$ cat src/rtl/clock_tick_gen.sv
// rtl/clock_tick_gen.sv - free-running clock divider with switch-selected tick enable and run/step keys
//
// clock_tick_gen
//   Divides the board clock into a free-running count and emits a one-cycle
//   tick enable on every rising edge of a selected count bit. Two raw push
//   keys are synchronized and debounced: run_n toggles run/pause, step_n
//   issues a single tick while paused. Downstream logic stays on clk and
//   advances on tick.
//
//   Build option: CLOCK_TICK_GEN_FAST_SIM_EN
//     defined   - debouncers bypassed, press taken from synchronizer edge
//     undefined - full debounce over DEBOUNCE_CYCLES
//
//   Ports
//     clk             board clock, all state on rising edge
//     reset           asynchronous active-low reset
//     sel[4:0]        index of divided_clocks bit used for ticks (mod WIDTH)
//     run_n           raw key, low when pressed; press toggles run/pause
//     step_n          raw key, low when pressed; press steps once while paused
//     divided_clocks  free-running divider count
//     tick            registered one-cycle enable pulse
//     running         high while in the RUN state

// Per-key front end: 2-flop synchronizer, debouncer and press pulse.
//   clk, reset  as in the top level
//   key_n       raw key level, low when pressed
//   press       one-cycle pulse on an accepted 1->0 level change
module clock_tick_gen_key #(
    parameter int unsigned DEBOUNCE_CYCLES = 1000000
) (
    input  logic clk,
    input  logic reset,
    input  logic key_n,
    output logic press
);

    logic [1:0] sync_q;
    logic       key_s;

    // Synchronizer resets to the released level so a key held through reset
    // is seen as a fresh press once it has been stable long enough.
    always_ff @(posedge clk or negedge reset) begin
        if (!reset) begin
            sync_q <= 2'b11;
        end else begin
            sync_q <= {sync_q[0], key_n};
        end
    end

    assign key_s = sync_q[1];

`ifdef CLOCK_TICK_GEN_FAST_SIM_EN

    logic level_q;

    // No filtering: the accepted level simply follows the synchronizer one
    // cycle late, which keeps the press pulse aligned with a 1-cycle debounce.
    always_ff @(posedge clk or negedge reset) begin
        if (!reset) begin
            level_q <= 1'b1;
            press   <= 1'b0;
        end else begin
            level_q <= key_s;
            press   <= level_q & ~key_s;
        end
    end

`else

    localparam int CNT_W = (DEBOUNCE_CYCLES > 1) ? $clog2(DEBOUNCE_CYCLES) : 1;
    localparam logic [CNT_W-1:0] CNT_LAST = CNT_W'(DEBOUNCE_CYCLES - 1);

    logic             level_q;
    logic [CNT_W-1:0] cnt_q;

    // cnt_q counts consecutive cycles in which the synchronized key differs
    // from the accepted level; the level flips on the DEBOUNCE_CYCLES-th such
    // cycle. Agreement for even one cycle restarts the count.
    always_ff @(posedge clk or negedge reset) begin
        if (!reset) begin
            level_q <= 1'b1;
            cnt_q   <= '0;
            press   <= 1'b0;
        end else begin
            press <= 1'b0;
            if (key_s != level_q) begin
                if (cnt_q == CNT_LAST) begin
                    level_q <= key_s;
                    cnt_q   <= '0;
                    // Only the 1->0 change is a press; release is silent.
                    press   <= ~key_s;
                end else begin
                    cnt_q <= cnt_q + CNT_W'(1);
                end
            end else begin
                cnt_q <= '0;
            end
        end
    end

`endif

endmodule

module clock_tick_gen #(
    parameter int unsigned WIDTH           = 32,
    parameter int unsigned DEBOUNCE_CYCLES = 1000000
) (
    input  logic             clk,
    input  logic             reset,
    input  logic [4:0]       sel,
    input  logic             run_n,
    input  logic             step_n,
    output logic [WIDTH-1:0] divided_clocks,
    output logic             tick,
    output logic             running
);

    typedef enum logic {
        ST_RUN   = 1'b0,
        ST_PAUSE = 1'b1
    } state_t;

    logic [WIDTH-1:0] div_q;
    logic [31:0]      sel_ext;
    logic [31:0]      sel_mod;
    logic             sel_bit;
    logic             prev_bit_q;
    logic [4:0]       sel_q;
    logic             edge_hit;
    logic             run_press;
    logic             step_press;
    state_t           state_q;
    state_t           state_d;
    logic             tick_d;
    logic             tick_q;

    // Divider: plain wrap-around counter.
    always_ff @(posedge clk or negedge reset) begin
        if (!reset) begin
            div_q <= '0;
        end else begin
            div_q <= div_q + WIDTH'(1);
        end
    end

    assign divided_clocks = div_q;

    // Selected bit; an out-of-range sel wraps modulo WIDTH. The compare loop
    // avoids an index wider than the bus.
    assign sel_ext = {27'd0, sel};
    assign sel_mod = sel_ext % WIDTH;

    always_comb begin
        sel_bit = 1'b0;
        for (int i = 0; i < int'(WIDTH); i++) begin
            if (sel_mod == 32'(i)) begin
                sel_bit = div_q[i];
            end
        end
    end

    // prev_bit tracks the selected bit under the current sel. The sel == sel_q
    // term masks the switch cycle, where prev_bit still reflects the old bit
    // and could otherwise fake a rising edge.
    always_ff @(posedge clk or negedge reset) begin
        if (!reset) begin
            prev_bit_q <= 1'b0;
            sel_q      <= 5'd0;
        end else begin
            prev_bit_q <= sel_bit;
            sel_q      <= sel;
        end
    end

    assign edge_hit = sel_bit & ~prev_bit_q & (sel == sel_q);

    clock_tick_gen_key #(
        .DEBOUNCE_CYCLES (DEBOUNCE_CYCLES)
    ) u_run_key (
        .clk   (clk),
        .reset (reset),
        .key_n (run_n),
        .press (run_press)
    );

    clock_tick_gen_key #(
        .DEBOUNCE_CYCLES (DEBOUNCE_CYCLES)
    ) u_step_key (
        .clk   (clk),
        .reset (reset),
        .key_n (step_n),
        .press (step_press)
    );

    always_ff @(posedge clk or negedge reset) begin
        if (!reset) begin
            state_q <= ST_RUN;
            tick_q  <= 1'b0;
        end else begin
            state_q <= state_d;
            tick_q  <= tick_d;
        end
    end

    // Tick decisions use the current state, so an edge coinciding with the
    // pausing run press still ticks. A run press shadows a same-cycle step.
    always_comb begin
        state_d = state_q;
        tick_d  = 1'b0;
        case (state_q)
            ST_RUN: begin
                tick_d = edge_hit;
                if (run_press) begin
                    state_d = ST_PAUSE;
                end
            end
            ST_PAUSE: begin
                if (run_press) begin
                    state_d = ST_RUN;
                end else if (step_press) begin
                    tick_d = 1'b1;
                end
            end
            default: begin
                state_d = ST_RUN;
            end
        endcase
    end

    assign tick    = tick_q;
    assign running = (state_q == ST_RUN);

endmodule

$ cat config.mk
export PLATFORM = sky130hd
export DESIGN_NAME = clock_tick_gen
export DESIGN_NICKNAME = d
export VERILOG_FILES = /design/src/rtl/clock_tick_gen.sv
export SDC_FILE = /design/constraint.sdc
export NUM_CORES = 1
export LEC_CHECK = 0
export BUFFER_PORTS_ARGS = -buffer_cell sky130_fd_sc_hd__buf_2
export CAP_MARGIN = 40
export CORE_MARGIN = 2
export CORE_UTILIZATION = 35
export DETAILED_ROUTE_END_ITERATION = 7
export GPL_TIMING_DRIVEN = 0
export SYNTH_ARGS = -nofsm -noshare
export SYNTH_HDL_FRONTEND = slang
export SYNTH_SLANG_ARGS = --single-unit
$ cat constraint.sdc
create_clock -name clk -period 1.7 [get_ports clk]
set_input_delay 0.17 -clock clk [delete_from_list [all_inputs] [get_ports clk]]
set_output_delay 0.17 -clock clk [all_outputs]
set_load 0.1 [all_outputs]
==> run_results.csv <==
group,metric,value,unit
die,die_h,118,microns
power,finalPower,4610,uW
power,switching_share,0.222,
power,clock_power_share,0.470,
power,power.switching,1020,uW
drt,drc_errors,0,
synthesis,synth_mux_area_frac,0.0167,
clocking,htreeDepth,3,
sta,drv_slew,0,
synthesis,synth_xor_area_frac,0.127,
sta,fin_crit,2.02,ns
die,coreArea,0.0127,sq mm
setup_path,crit_arrival,2.24,ns
clocking,clock-sinks,88,
synthesis,synthSimpleGateAreaFrac,0.252,
setup_path,crit_chain,"mux4_2 > nand2_2 > a211oi_4 > or4b_4 > a21oi_2 > o21ai_1",
synthesis,avgSynthCellArea,10.1,sq um
placed_design,io_buffers,42,
power,comb_power_share,0.065,
clocking,clock_latency,0.34,ns
sta,timing.final.ws_setup,-0.323,ns
placed_design,place_hpwl,7.05,mm
synthesis,seq_area_frac_synth,0.484,
die,initial_core_util,0.360,
die,rows,41,
clocking,clock_path_buffers,2,
clocking,clk_pin_slew_worst_paths,0.07,ns
clocking,cts_buffers,9,
drt,postRouteAntennaNets,0,
cells_and_area,nets,546,
flow_run,maxCapViolations,0,
drt,wl,10.1,mm
global_route,grt_max_degree,60,
synthesis,synth.yosys.warnings,0,
placed_design,pre_cts_ws,-0.303,ns
drt,drtIter0Drc,169,
sta,hold_slack,0.0368,ns
sta,max_clock_freq,0.494,GHz
synthesis,synth_fa_ha_area_frac,0.00822,
clocking,cts_tree,"yes",
global_route,grt_use_total,0.146,
sta,hold_viol_final,0,
sta,setup_viol,3,
drt,routedWlPerCell,14.2,microns
hold_path,min_path_type,"input port to flip-flop",
synthesis,synth_cells,452,
synthesis,async_reset_ff_frac,1.00,
setup_path,worstPathMaxFanout,4,
drt,via_per_inst,5.06,
cells_and_area,drive_above_1_share,0.354,
synthesis,synthFlopType,"dfrtp_1",
setup_path,crit_family,"simple AND/OR/NAND/NOR gates",
synthesis,ys_ff_latch,88,
setup_path,required,1.92,ns
setup_path,worstSetupEndpointType,"flip-flop",
cells_and_area,final_cell_mix,"dfrtp_1 (48), nor2_1 (45), xnor2_1 (41), buf_2 (41), nand2_1 (32)",
status,violations,"negative setup slack",
synthesis,synth_cell_types,60,
sta,tns,-0.375,ns
sta,tightestPinTransition,0.510,ns
synthesis,synth_compound_area_frac,0.0726,
power,p_seq_frac,0.465,
die,die-area,0.0140,sq mm
power,power_leakage,0.00251,uW
cells_and_area,area_delta_synth_final,29.4,%
global_route,grt_antenna_before_repair,0,
die,die_w,118,microns
sta,slew_headroom,0.659,
cells_and_area,n_antenna_cell,0,
synthesis,syn_nets,464,
global_route,grt_pass1_wl,16.8,mm
power,power.internal,3580,uW
power,power.density,779,mW/mm^2
status,status,"finished with violations",
cells_and_area,stdcell_count,711,
placed_design,dp_cells,667,
synthesis,synth_top_family_by_area,"simple AND/OR/NAND/NOR gates",
setup_path,setup.worst_path.start_class,"flip-flop",
global_route,overflow,0,
sta,rsz0062_at_grt,"yes",
synthesis,synth_edf_count,0,
die,io_pins,43,
cells_and_area,final_common_cell,"dfrtp_1",
setup_path,critPathBufInv,0,
drt,vias,3597,
placed_design,place_congestion,0.853,
setup_path,cp_slowest_cell,"or4b_4",
power,ir_drop,0.000532,V
global_route,grt_pass1_vias,3457,
sta,skew,0.00659,ns
drt,first_pass_iters,4,
synthesis,synth_area,0.00457,sq mm
clocking,clock-root-buffer,"clkbuf_16",
sta,fin_crit_sh,1.19,
setup_path,slowest_delay,0.52,ns
setup_path,path_class,"flip-flop to flip-flop",
==> final cells by class <==
cell class	count	area, sq um
flip-flops and latches	88	2270
multi-input cells	338	2380
plain buffers	17	191
clock buffers	10	239
clock inverters	6	90.1
repair buffers	72	485
fillers	1205	6760
inverters	8	30.0
well taps	172	215
==> power by group through the flow <==
stage | sequential [uW] | clock (uW) | combinational [uW]
4_1_cts | 2140 | 2220 | 290
3_5_place_dp | 2180 | 0 | 272
5_1_grt | 2140 | 2300 | 336
6_report | 2140 | 2160 | 301
3_3_place_gp | 2180 | 0 | 260
2_1_floorplan | 2180 | 0 | 165
==> synthesized netlist by cell type (2+ instances only) <==
cell      instances  share of area
buf_2             6         0.0066
o21ba_2           2         0.0044
nor4_1            6         0.0082
inv_1             8         0.0066
and2_1            4         0.0055
and2b_1           2         0.0033
nor2_1           51          0.042
o21ai_1           2         0.0022
buf_4             4         0.0066
and4_1           12          0.023
and4b_1           2         0.0044
nor3b_1           7          0.012
mux2i_1           2         0.0044
nor3_1            9         0.0099
or4b_1            2         0.0044
nand2_1          36          0.030
nand2b_1          5         0.0069
a21oi_1          14          0.015
o31ai_1           2         0.0033
nand3_1          32          0.035
xnor2_1          41          0.079
ha_1              3         0.0082
nor2b_1           3         0.0041
nand4_1           9          0.012
a211oi_1          3         0.0049
o21ai_0          15          0.016
o211ai_1          3         0.0049
nor4b_1           3         0.0058
or3_1             8          0.011
xor2_1           25          0.048
buf_6             3         0.0074
clkbuf_8          3         0.0090
and3_1           10          0.014
dfstp_2           6          0.035
mux2_2            3         0.0074
dfrtp_1          82           0.45
==> metal layers <==
layer,wire [microns],global-route usage,vias up,share of wire
met5,0,0,-,0
met4,172,0.0550,0,0.017
met3,371,0.0333,16,0.037
met2,4810,0.242,78,0.48
met1,4750,0.187,1762,0.47
li1,-,-,1741,-
==> logic make-up (layout without fill, tap and decap cells) <==
logic type,after synthesis,count (layout)
compound gates,51,51
buf+inv,26,113
mux,6,6
simple gates,212,212
flops,88,88
xor+xnor,66,66
fa+ha+maj,3,3
==> through the flow <==
stage | area [sq um] | util
after floorplan | 4690 | -
after global placement | 5120 | 0.404
after detailed placement | 5150 | 0.406
after CTS | 5650 | 0.446
after global routing | 5910 | 0.466
final | 5910 | 0.466
==> sequential cells by signal, summed over array words and instances (netlist names), 2 cells and up <==
| name | count |
|---|---|
| divided_clocks | 32 |
| sel_q | 5 |
| u_run_key.cnt_q | 20 |
| u_run_key.sync_q | 2 |
| u_step_key.cnt_q | 20 |
| u_step_key.sync_q | 2 |
==> worst paths after layout <==
check / slack [ns] / depth (start not counted) / startpoint / to
worst max-delay path: -0.32 / 6 / divided_clocks[3] / tick
worst min register to register: 0.35 / 0 / u_run_key.sync_q[0] / u_run_key.sync_q[1]
worst min-delay path: 0.04 / 1 / sel[4] / sel_q[4]
min in group asynchronous: 0.32 / 2 / reset / divided_clocks[19]
max in group asynchronous: 0.71 / 3 / reset / u_run_key.sync_q[1]
worst max register to register: -0.32 / 6 / divided_clocks[3] / tick
==> timing repair <==
action	CTS	global route
buffers inserted	9	14
hold endpoints to repair	34	0
hold buffers	6	0
setup endpoints to repair	41	47
gates resized for setup	17	35
pin swaps	3	18
cloned	0	0
Power figures use the tool's default switching activity.
